<file path="src/rtl/inst_fetch_buffer.sv">
// Instruction fetch buffer: issues in-order word fetches under a credit limit,
// queues returned words with their PCs, and hands them to decode one at a time.
// A redirect flushes the queue, retargets fetch and discards responses that
// belong to requests issued before the redirect.
module inst_fetch_buffer #(
    parameter int              XLEN     = 32,
    parameter int              DEPTH    = 2,
    parameter logic [XLEN-1:0] RESET_PC = '0
) (
    input  logic            clk,
    input  logic            rst_n,
    output logic            imem_req_valid,
    input  logic            imem_req_ready,
    output logic [XLEN-1:0] imem_req_addr,
    input  logic            imem_resp_valid,
    input  logic [31:0]     imem_resp_data,
    input  logic            redirect_valid,
    input  logic [XLEN-1:0] redirect_pc,
    output logic            inst_valid,
    input  logic            inst_ready,
    output logic [31:0]     inst,
    output logic [XLEN-1:0] inst_pc
);

    localparam int              PW      = $clog2(DEPTH);
    localparam int              CW      = $clog2(DEPTH + 1);
    localparam int              SW      = CW + 1;
    localparam logic [CW-1:0]   DEPTH_C = CW'(DEPTH);
    localparam logic [SW-1:0]   DEPTH_S = SW'(DEPTH);
    localparam logic [31:0]     NOP     = 32'h0000_0013;
    localparam logic [XLEN-1:0] PC_STEP = XLEN'(4);
    localparam logic [XLEN-1:0] ALIGN_M = ~XLEN'(3);

    // Control state
    logic [XLEN-1:0] fetch_pc_q, fetch_pc_d;
    logic [XLEN-1:0] resp_pc_q, resp_pc_d;
    logic [CW-1:0]   outstanding_q, outstanding_d;
    logic [CW-1:0]   drop_cnt_q, drop_cnt_d;
    logic [CW-1:0]   count_q, count_d;
    logic [PW-1:0]   rd_ptr_q, rd_ptr_d;
    logic [PW-1:0]   wr_ptr_q, wr_ptr_d;

    // Queue storage (data only, never reset)
    logic [31:0]     fifo_inst_q [DEPTH];
    logic [XLEN-1:0] fifo_pc_q   [DEPTH];

    // Per-cycle handshake decisions
    logic [SW-1:0]   credit_used;
    logic            head_valid;
    logic            req_valid;
    logic            req_fire;
    logic            resp_drop;
    logic            push_en;
    logic            pop_en;
    logic [XLEN-1:0] redirect_target;

    // Handshake decode: credit covers both queued entries and in-flight requests,
    // so a returning response always has a free slot. A redirect cycle issues
    // nothing and cancels any push or pop.
    always_comb begin
        credit_used     = {1'b0, count_q} + {1'b0, outstanding_q};
        head_valid      = (count_q != '0);
        req_valid       = rst_n && !redirect_valid && (credit_used < DEPTH_S);
        req_fire        = req_valid && imem_req_ready;
        resp_drop       = (drop_cnt_q != '0);
        push_en         = imem_resp_valid && !resp_drop && !redirect_valid;
        pop_en          = head_valid && inst_ready && !redirect_valid;
        redirect_target = redirect_pc & ALIGN_M;
    end

    // Next-state computation for PCs, counters and queue pointers
    always_comb begin
        fetch_pc_d    = fetch_pc_q;
        resp_pc_d     = resp_pc_q;
        outstanding_d = outstanding_q;
        drop_cnt_d    = drop_cnt_q;
        count_d       = count_q;
        rd_ptr_d      = rd_ptr_q;
        wr_ptr_d      = wr_ptr_q;

        if (redirect_valid) begin
            // Every request still in flight, minus one answered this cycle,
            // belongs to the old stream and must be discarded on return.
            fetch_pc_d    = redirect_target;
            resp_pc_d     = redirect_target;
            outstanding_d = outstanding_q - CW'(imem_resp_valid);
            drop_cnt_d    = outstanding_q - CW'(imem_resp_valid);
            count_d       = '0;
            rd_ptr_d      = '0;
            wr_ptr_d      = '0;
        end else begin
            if (req_fire) begin
                fetch_pc_d = fetch_pc_q + PC_STEP;
            end
            outstanding_d = outstanding_q + CW'(req_fire) - CW'(imem_resp_valid);
            if (imem_resp_valid && resp_drop) begin
                drop_cnt_d = drop_cnt_q - CW'(1);
            end
            if (push_en) begin
                wr_ptr_d  = wr_ptr_q + PW'(1);
                resp_pc_d = resp_pc_q + PC_STEP;
            end
            if (pop_en) begin
                rd_ptr_d = rd_ptr_q + PW'(1);
            end
            count_d = count_q + CW'(push_en) - CW'(pop_en);
        end
    end

    // Control registers with asynchronous reset
    always_ff @(posedge clk or negedge rst_n) begin
        if (!rst_n) begin
            fetch_pc_q    <= RESET_PC;
            resp_pc_q     <= RESET_PC;
            outstanding_q <= '0;
            drop_cnt_q    <= '0;
            count_q       <= '0;
            rd_ptr_q      <= '0;
            wr_ptr_q      <= '0;
        end else begin
            fetch_pc_q    <= fetch_pc_d;
            resp_pc_q     <= resp_pc_d;
            outstanding_q <= outstanding_d;
            drop_cnt_q    <= drop_cnt_d;
            count_q       <= count_d;
            rd_ptr_q      <= rd_ptr_d;
            wr_ptr_q      <= wr_ptr_d;
        end
    end

    // Queue write: instruction word tagged with the PC it was fetched from
    always_ff @(posedge clk) begin
        if (push_en) begin
            fifo_inst_q[wr_ptr_q] <= imem_resp_data;
            fifo_pc_q[wr_ptr_q]   <= resp_pc_q;
        end
    end

    assign imem_req_valid = req_valid;
    assign imem_req_addr  = fetch_pc_q;
    assign inst_valid     = head_valid;
    assign inst           = head_valid ? fifo_inst_q[rd_ptr_q] : NOP;
    assign inst_pc        = head_valid ? fifo_pc_q[rd_ptr_q] : '0;

    a_outstanding_max: assert property (@(posedge clk) disable iff (!rst_n)
        outstanding_q <= DEPTH_C);
    a_count_max: assert property (@(posedge clk) disable iff (!rst_n)
        count_q <= DEPTH_C);
    a_credit_max: assert property (@(posedge clk) disable iff (!rst_n)
        credit_used <= DEPTH_S);
    a_no_stray_resp: assert property (@(posedge clk) disable iff (!rst_n)
        imem_resp_valid |-> (outstanding_q != '0));

endmodule

</file>
<file path="config.mk">
export PLATFORM = sky130hd
export DESIGN_NAME = inst_fetch_buffer
export DESIGN_NICKNAME = d
export VERILOG_FILES = /design/src/rtl/inst_fetch_buffer.sv
export SDC_FILE = /design/constraint.sdc
export NUM_CORES = 1
export LEC_CHECK = 0
export BUFFER_PORTS_ARGS = -buffer_cell sky130_fd_sc_hd__buf_2
export CORE_MARGIN = 2
export CORE_UTILIZATION = 45
export CTS_CLUSTER_SIZE = 16
export DETAILED_ROUTE_END_ITERATION = 7
export PLACE_DENSITY = 0.67
export SLEW_MARGIN = 15
export SYNTH_ARGS = -nofsm -noshare
export SYNTH_HDL_FRONTEND = slang
export SYNTH_SLANG_ARGS = --single-unit
</file>
<file path="constraint.sdc">
create_clock -name clk -period 4.2 [get_ports clk]
set_input_delay 0.84 -clock clk [delete_from_list [all_inputs] [get_ports clk]]
set_output_delay 0.84 -clock clk [all_outputs]
set_load 0.02 [all_outputs]
</file>
==> flow_metrics.tcl, run 1 <==
set metrics [dict create \
    status "finished, final reports clean" \
    clk_latency_ns 0.42 \
    drive_above_1_share 0.248 \
    final_util 0.547 \
    timing.final.crit_period_ns 3.01 \
    vias 5882 \
    cellPowerDensity_nw_per_um2 504 \
    setup_violations 0 \
    synth-edff-count 124 \
    cts_setup_buffers 0 \
    ys_types 50 \
    dieArea_um2 20100 \
    area_growth_syn_to_layout_pct 19.4 \
    finalNetCount 932 \
    async_flop_share 0.354 \
    antenna_found_initial 0 \
    postSynthCellCount 694 \
    relSlewSlack 0.250 \
    dp_cells 1068 \
    io-pin-count 168 \
    synth.area.top_cells "edfxtp_1 44%, dfrtp_1 20%, mux2i_1 7.5%" \
    finalClockSkew_ns 0.00885 \
    viasPerCell 5.35 \
    irDropWorstVdd_mv 0.269 \
    dpl_cell_area_um2 9590 \
    clock_sinks 192 \
    worstPathRequired_ns 3.36 \
    period_share 0.717 \
    yosysMostFrequentCell "edfxtp_1" \
    grt_pass1_vias 5646 \
    cts_tree "done" \
    cts_made_buffers 17 \
    hold_violations 0 \
    endpoint_kind "output pin" \
    htree_levels 4 \
    tightest_slew_ns 1.12 \
    synth_top_area_frac 0.436 \
    cp-start-kind "register" \
    instances_no_fill 1100 \
    clock-root-buffer "clkbuf_16" \
    drtAntennaViolNets 0 \
    crit_chain "mux2i_1 -> nor2_1 -> buf_2" \
    syn_area_per_cell_um2 12.3 \
    overflow 0 \
    synth_common_cells "124 x edfxtp_1, 93 x nor2_1, 68 x dfrtp_1" \
    max_freq_mhz 332 \
    n_antenna_cell 0 \
    hpwlAfterDp_um 12500 \
    fin_area_um2 10200 \
    die_x_um 142 \
    core_um2 18600 \
    yosys_most_used_dff "edfxtp_1" \
    fp-row-count 50 \
    drc 0 \
    tns_ns 0 \
    slew_violations 0 \
    nFillCells 1629 \
    gp_congestion 0.833 \
    drtPass1Iterations 4 \
    seq_area_frac_synth 0.635 \
    crit_type "register to output pin" \
    ys_ff_latch 192 \
    syn_area_um2 8540 \
    cp_max_fo 63 \
    crit_path_top_delay_cell "dfrtp_4" \
    totalWireLength_um 18600 \
    cts_resized 0 \
    grt_first_pass_wirelength_um 29100 \
    drt_iter0_drc 382 \
    wl_per_cell_um 16.9 \
    die_y_um 142 \
    critPathArrivalTime_ns 2.17 \
    hp-class "register to register" \
    grt_max_degree 72 \
    port_buffers 161 \
    clk_pin_slew_ns 0.06 \
    track_usage 0.186 \
    max_stage_delay_ns 1.15 \
    cts_hold_buffers 0 \
    yosysWarnings 0 \
    initial_core_util 0.458 \
    synth_top_area_cell "edfxtp_1" \
    rsz0062_at_grt "no" \
    p_leak_uw 0.00400 \
    clk_path_buf_depth 2 \
    maxCapViolCount 0 \
]
-- state kept, by name, indices dropped and copies added (netlist names) --
signal and count:
fifo_inst_q 64, fifo_pc_q 60, imem_req_addr 30, resp_pc_q 30, count_q 2, drop_cnt_q 2, outstanding_q 2, rd_ptr_q 1
wr_ptr_q 1
-- per-layer routing --
metal / up-vias / GRT usage / part of all wire / wire length, um
li1: 2838 / - / - / -
met3: 25 / 0.0466 / 0.077 / 1430
met1: 2804 / 0.268 / 0.47 / 8650
met5: - / 0 / 0 / 0
met4: 0 / 0.0605 / 0.018 / 326
met2: 215 / 0.278 / 0.44 / 8160
-- cells by family after synthesis --
kind of cell,after synthesis,share of synthesized area
and+or+nand+nor,247,0.143
DFF,192,0.635
AOI/OAI and AO/OA,92,0.0664
muxes,64,0.0750
buffers and inverters,51,0.0261
xor gates and xnor gates,38,0.0390
adders and majority gates,9,0.0141
other,1,0.000439
-- where the power goes --
| group | internal [uW] | switching (uW) |
|---|---|---|
| sequential | 2210 | 207 |
| combinational | 397 | 672 |
| clock | 993 | 661 |
| total | 3600 | 1540 |
-- path summary, 6_finish.rpt --
check                               from           endpoint  slack (ns)  cells after the start
hold / removal             resp_pc_q[31]   fifo_pc_q[1][31]        0.50                      0
hold reg to reg            resp_pc_q[31]   fifo_pc_q[1][31]        0.50                      0
min in group asynchronous          rst_n  imem_req_addr[29]        0.62                      2
setup reg to reg              count_q[0]  imem_req_addr[28]        1.49                      9
max in group asynchronous          rst_n           rd_ptr_q        2.92                      2
setup / recovery                rd_ptr_q        inst_pc[20]        1.19                      3
-- cells in the final DEF, fill, tap and decap left out, types with 3 or more instances in the layout --
master	netlist	final
o211ai_1	7	7
clkinvlp_4	0	3
conb_1	1	4
nor2_1	93	90
clkbuf_1	20	4
clkbuf_16	0	17
dfrtp_1	68	67
buf_4	5	9
nor3_1	5	5
a31oi_1	7	7
a21oi_1	7	7
bufinv_16	0	4
clkinv_1	1	3
nand3_1	32	32
o311ai_0	11	11
a31o_2	3	3
a21o_1	4	4
inv_1	17	17
nand2_1	62	62
and3_1	6	6
ha_1	8	8
edfxtp_1	124	124
xor2_1	25	25
buf_2	4	161
nand4_1	20	20
xnor2_1	13	13
nor4_1	3	3
mux2i_1	64	64
and2_1	4	4
or4_1	3	3
nor2_4	0	3
o21ai_0	47	47
-- metrics by stage --
step / setup WS, ns / total power [uW] / hold WS (ns)
final: 1.19 / 5140 / 0.499
after global routing: 1.05 / 5390 / 0.524
after CTS: 1.14 / 5190 / 0.502
after detailed placement: 1.51 / 3530 / 0.492
after global placement: 1.50 / 3510 / 0.474
after floorplan: -0.0817 / 3140 / 0.462
-- critical path, delay by kind of cell, from the launching register on --
kind                   cells  cell delay (ns)
DFF                        1             1.15
muxes                      1             0.31
buffers and inverters      1             0.18
and+or+nand+nor            1             0.06
-- area by class of cell --
class                           count  area (um2)  area share
Sequential cell                   192        5430       0.533
Multi-Input combinational cell    454        2920       0.287
Timing Repair Buffer              170         873      0.0857
Clock buffer                       21         440      0.0432
Tap cell                          234         293      0.0287
Clock inverter                     11         164      0.0161
Inverter                           18        67.6     0.00663
(Power assumes the default switching activity.)
==> run 2, diff against run 1 <==
Settings changed: ABC_AREA set to 1, PLACE_DENSITY 0.67 to 0.69.
Clock period 4.2 ns to 2.4 ns, I/O delays scaled along.
==> run 2 against run 1 <==
Against the previous run: synthesized area is 9.5% higher; die area is 9.2% higher; non-clock buffer count is 11 higher; largest power group unchanged; synthesized cell count up 48%; clock power grew 68%; combinational power is 150% higher; critical path depth grew 4; largest cell class unchanged; sequential share of layout area decreased by 4.5 points.
==> flow_metrics.tcl, run 2 <==
set metrics [dict create \
    maxCapViolCount 0 \
    yosysWarnings 0 \
    wl_per_cell_um 15.7 \
    slew_violations 0 \
    seq_area_frac_synth 0.581 \
    totalWireLength_um 23200 \
    cp-start-kind "register" \
    total_power_uw 9830 \
    antenna_found_initial 0 \
    relSlewSlack 0.628 \
    fp-row-count 52 \
    synth_top_area_cell "edfxtp_1" \
    final_cell_mix "363 x nand2_1, 161 x buf_2, 124 x edfxtp_1" \
    worst_hold_slack_ns 0.162 \
    dieArea_um2 21900 \
    gp_congestion 0.923 \
    instances_no_fill 1478 \
    n_antenna_cell 0 \
    area_growth_syn_to_layout_pct 19.2 \
    drtAntennaViolNets 0 \
    vias 7618 \
    drc 0 \
    max_freq_mhz 428 \
    drt_iter0_drc 481 \
    crit_type "register to output pin" \
    period_share 0.974 \
    cts_tree "done" \
    synth-edff-count 124 \
    clock-root-buffer "clkbuf_16" \
    ys_ff_latch 192 \
    reg2regPathDepth 14 \
    grt_max_degree 60 \
    die_x_um 148 \
    final_common_cell "nand2_1" \
    rsz0062_at_grt "yes" \
    grt_first_pass_wirelength_um 36700 \
    viasPerCell 5.15 \
    yosysMostFrequentCell "nand2_1" \
    syn_area_um2 9340 \
    synth.area.top_cells "edfxtp_1 40%, dfrtp_1 18%, nand2_1 15%" \
    register_area_um2 5430 \
    cts_made_buffers 17 \
    r2r-end "outstanding_q[1]" \
    multi_input_area_um2 3440 \
    clk_pin_slew_ns 0.08 \
    tns_ns 0 \
    hold_violations 0 \
    track_usage 0.215 \
    dp_cells 1446 \
    irDropWorstVdd_mv 0.523 \
    worstPathRequired_ns 1.92 \
    yosys_most_used_dff "edfxtp_1" \
    clock_sinks 192 \
    critPathArrivalTime_ns 1.86 \
    synth_common_cells "363 x nand2_1, 124 x edfxtp_1, 83 x inv_1" \
    synth_top_area_frac 0.399 \
    largest_register_ff_count 64 \
    initial_core_util 0.460 \
    nFillCells 1846 \
    drive_above_1_share 0.211 \
    htree_levels 4 \
    endpoint_kind "output pin" \
    syn_area_per_cell_um2 9.07 \
    ys_types 44 \
    hp-class "input port to asynchronous set/reset pin" \
    port_buffers 161 \
    p_leak_uw 0.00490 \
    setup_violations 0 \
    drtPass1Iterations 5 \
    reg.largest.list "fifo_inst_q x64, fifo_pc_q x60" \
    core_um2 20300 \
    r2r_start "outstanding_q[0]" \
    cellPowerDensity_nw_per_um2 883 \
    worst-r2r-setup-slack_ns 0.07 \
    final_util 0.549 \
    tightest_slew_ns 0.558 \
    top_register "fifo_inst_q" \
    grt_pass1_vias 7186 \
    cts_hold_buffers 0 \
    io-pin-count 168 \
    status "finished, final reports clean" \
    overflow 0 \
    async_flop_share 0.354 \
    timing.final.crit_period_ns 2.34 \
    die_y_um 148 \
    hpwlAfterDp_um 16500 \
    finalNetCount 1274 \
    clk_path_buf_depth 2 \
    cp_max_fo 3 \
    clk_latency_ns 0.43 \
    finalClockSkew_ns 0.0112 \
    postSynthCellCount 1030 \
]
## run 2: per-stage QoR
stage	worst slack (ns)	cell area, um2
6_report	0.0615	11100
5_1_grt	-0.0719	11100
4_1_cts	0.0263	11100
3_5_place_dp	0.0881	10500
3_3_place_gp	0.138	10500
2_1_floorplan	-0.661	9360
## run 2: repair_timing
item | CTS | global route
endpoints found under the hold margin | 0 | 0
endpoints found under the setup margin | 0 | 2
setup buffers | 0 | 0
resized for setup | 0 | 1
## run 2: cell type report
class                      count  share of cell area
multi-input combinational    714               0.309
sequential                   192               0.487
timing repair buffer         181              0.0903
clock buffer                  17              0.0382
tap                          270              0.0303
clock inverter                15              0.0149
inverter                      89              0.0302
## run 2: cells by family after synthesis
kind of cell    count (synthesis)  share of synthesized area
compound gates                132                     0.0801
xor+xnor                       25                     0.0234
fa+ha+maj                       9                     0.0129
buf+inv                       127                     0.0556
flops                         192                      0.581
other cells                     1                   0.000401
simple gates                  544                      0.247
## run 2: worst max path at each step
stage	from	to	slack, ns	cells past startpoint
finish	outstanding_q[0]	imem_req_valid	0.06	7
global route	outstanding_q[0]	outstanding_q[1]	-0.07	14
CTS	outstanding_q[0]	imem_req_valid	0.03	7
detailed placement	outstanding_q[0]	outstanding_q[1]	0.09	14
global placement	outstanding_q[0]	outstanding_q[1]	0.14	14
floorplan	drop_cnt_q[0]	fifo_inst_q[0][0]	-0.66	6
## run 2: power by group
| group | total, uW | internal [uW] | switching [uW] |
|---|---|---|---|
| logic | 2640 | 835 | 1810 |
| registers | 4420 | 4000 | 421 |
| clock network | 2770 | 1400 | 1380 |
## run 2: worst max-delay path, cell delays in order (launching register included)
cell	delay, ns
dfrtp_1	0.40
nand2_1	0.07
inv_1	0.05
fa_1	0.44
nor2_2	0.11
nand3_2	0.10
inv_1	0.09
buf_2	0.16
## run 2: layer usage
metal / GRT usage / wire, um
met3: 0.0371 / 1710
met4: 0.0605 / 369
met2: 0.348 / 10800
met5: 0 / 0
met1: 0.301 / 10400
==> run 3, diff against run 2 <==
Settings changed: CELL_PAD_IN_SITES_DETAIL_PLACEMENT set to 2, CELL_PAD_IN_SITES_GLOBAL_PLACEMENT set to 2, CORE_UTILIZATION 45 to 31, PLACE_DENSITY 0.69 to unset, PLACE_DENSITY_LB_ADDON set to 0.1.
==> run 3 against run 2 <==
Against the previous run: global-route usage down 2.0 points; via count up 0.75%; total power up 3.4%; register-to-register slack better by 0.06 ns; sequential share of layout area down 1.1 points; clock power up 5%; count of clock-buffer cells in the layout up 1; worst setup slack better by 0.0058 ns; design area up 2.2%; critical path type unchanged; critical endpoint unchanged; largest cell class unchanged; highest routed layer unchanged.
==> flow_metrics.tcl, run 3 (synthesized netlist as in run 2, its figures left out) <==
set metrics [dict create \
    status "finished, final reports clean" \
    overflow 0 \
    final_common_cell "nand2_1" \
    crit_path_top_delay_cell "fa_1" \
    clock-root-buffer "clkbuf_16" \
    hp-class "input port to asynchronous set/reset pin" \
    gp_congestion 0.799 \
    reg.largest.list "fifo_inst_q x64, fifo_pc_q x60" \
    n_antenna_cell 0 \
    tns_ns 0 \
    track_usage 0.195 \
    cpMostUsedCell "inv_1" \
    initial_core_util 0.315 \
    timing.final.crit_period_ns 2.33 \
    max_freq_mhz 429 \
    totalWireLength_um 29800 \
    cts_tree "done" \
    cellPowerDensity_nw_per_um2 893 \
    endpoint_kind "output pin" \
    clock_sinks 192 \
    io-pin-count 168 \
    nFillCells 3371 \
    cts_made_buffers 17 \
    setup_violations 0 \
    worstPathRequired_ns 1.92 \
    instances_no_fill 1600 \
    die_x_um 178 \
    fp-row-count 63 \
    cts_hold_buffers 0 \
    irDropWorstVdd_mv 0.374 \
    cp-start-kind "register" \
    tightest_slew_ns 0.532 \
    port_buffers 161 \
    reg2regPathDepth 14 \
    hold_violations 0 \
    grt_max_degree 63 \
    rsz0062_at_grt "yes" \
    path_delay_family "adder cells" \
    drtAntennaViolNets 0 \
    drtPass1Iterations 4 \
    drt_iter0_drc 256 \
    finalClockSkew_ns 0.0183 \
    final_util 0.384 \
    grt_pass1_vias 8107 \
    die_y_um 178 \
    cp_max_fo 2 \
    viasPerCell 4.80 \
    maxCapViolCount 0 \
    critPathArrivalTime_ns 1.85 \
    r2r-end "outstanding_q[1]" \
    drc 0 \
    wl_per_cell_um 18.6 \
    crit_chain "nand2_1 -> inv_1 -> fa_1 -> nor2_2 -> nand3_2 -> inv_1 -> buf_4" \
    clk_pin_slew_ns 0.09 \
    vias 7675 \
    grt_first_pass_wirelength_um 46600 \
    slew_violations 0 \
    clk_path_buf_depth 2 \
    core_um2 29600 \
    htree_levels 4 \
    dieArea_um2 31500 \
    largest_register_ff_count 64 \
    relSlewSlack 0.645 \
    crit_type "register to output pin" \
    worst-r2r-setup-slack_ns 0.13 \
    p_leak_uw 0.00494 \
    hpwlAfterDp_um 21600 \
    top_register "fifo_inst_q" \
    max_stage_delay_ns 0.46 \
    clk_latency_ns 0.45 \
    dp_cells 1567 \
    finalNetCount 1276 \
    crit_buf_inv 3 \
    drive_above_1_share 0.215 \
    r2r_start "outstanding_q[0]" \
    antenna_found_initial 0 \
    final_cell_mix "363 x nand2_1, 160 x buf_2, 124 x edfxtp_1" \
    area_growth_syn_to_layout_pct 21.8 \
    total_power_uw 10200 \
    period_share 0.972 \
    worst_hold_slack_ns 0.125 \
]
==> run 3: worst max path at each step <==
stage                startpoint                 to  cells past startpoint
2_1_floorplan     drop_cnt_q[0]  fifo_inst_q[0][0]                      6
3_3_place_gp   outstanding_q[0]   outstanding_q[1]                     14
3_5_place_dp   outstanding_q[0]   outstanding_q[1]                     14
4_1_cts        outstanding_q[0]     imem_req_valid                      7
5_1_grt        outstanding_q[0]     imem_req_valid                      7
6_report       outstanding_q[0]     imem_req_valid                      7
==> run 3: metrics by stage <==
stage                     instance area [um2]  worst slack, ns
after floorplan                          9360           -0.661
after global placement                  10700           0.0946
after detailed placement                10700          0.00822
after CTS                               11400         -0.00725
after global routing                    11400          -0.0324
final                                   11400           0.0673
==> run 3: metal layers <==
layer  GRT usage  part of all wire
met2       0.336              0.49
met5           0                 0
met1       0.261              0.46
met3      0.0311             0.041
met4      0.0393            0.0076
==> run 3: timing repair <==
item | 4_1_cts | 5_1_grt
resized for setup | 3 | 5
setup endpoints to repair | 7 | 3
setup buffers | 0 | 1
==> run 3: report_power, final <==
group          switching [uW]  internal (uW)
clock network            1490           1420
registers                 435           3990
logic                    1930            896
==> run 3: area by class of cell <==
class | count | area, um2 | area share
clock buffers | 18 | 429 | 0.0377
clock inverters | 14 | 168 | 0.0147
inverters | 89 | 342 | 0.0300
multi-input cells | 714 | 3460 | 0.304
flip-flops and latches | 192 | 5430 | 0.477
well taps | 390 | 488 | 0.0429
repair buffers | 183 | 1070 | 0.0943
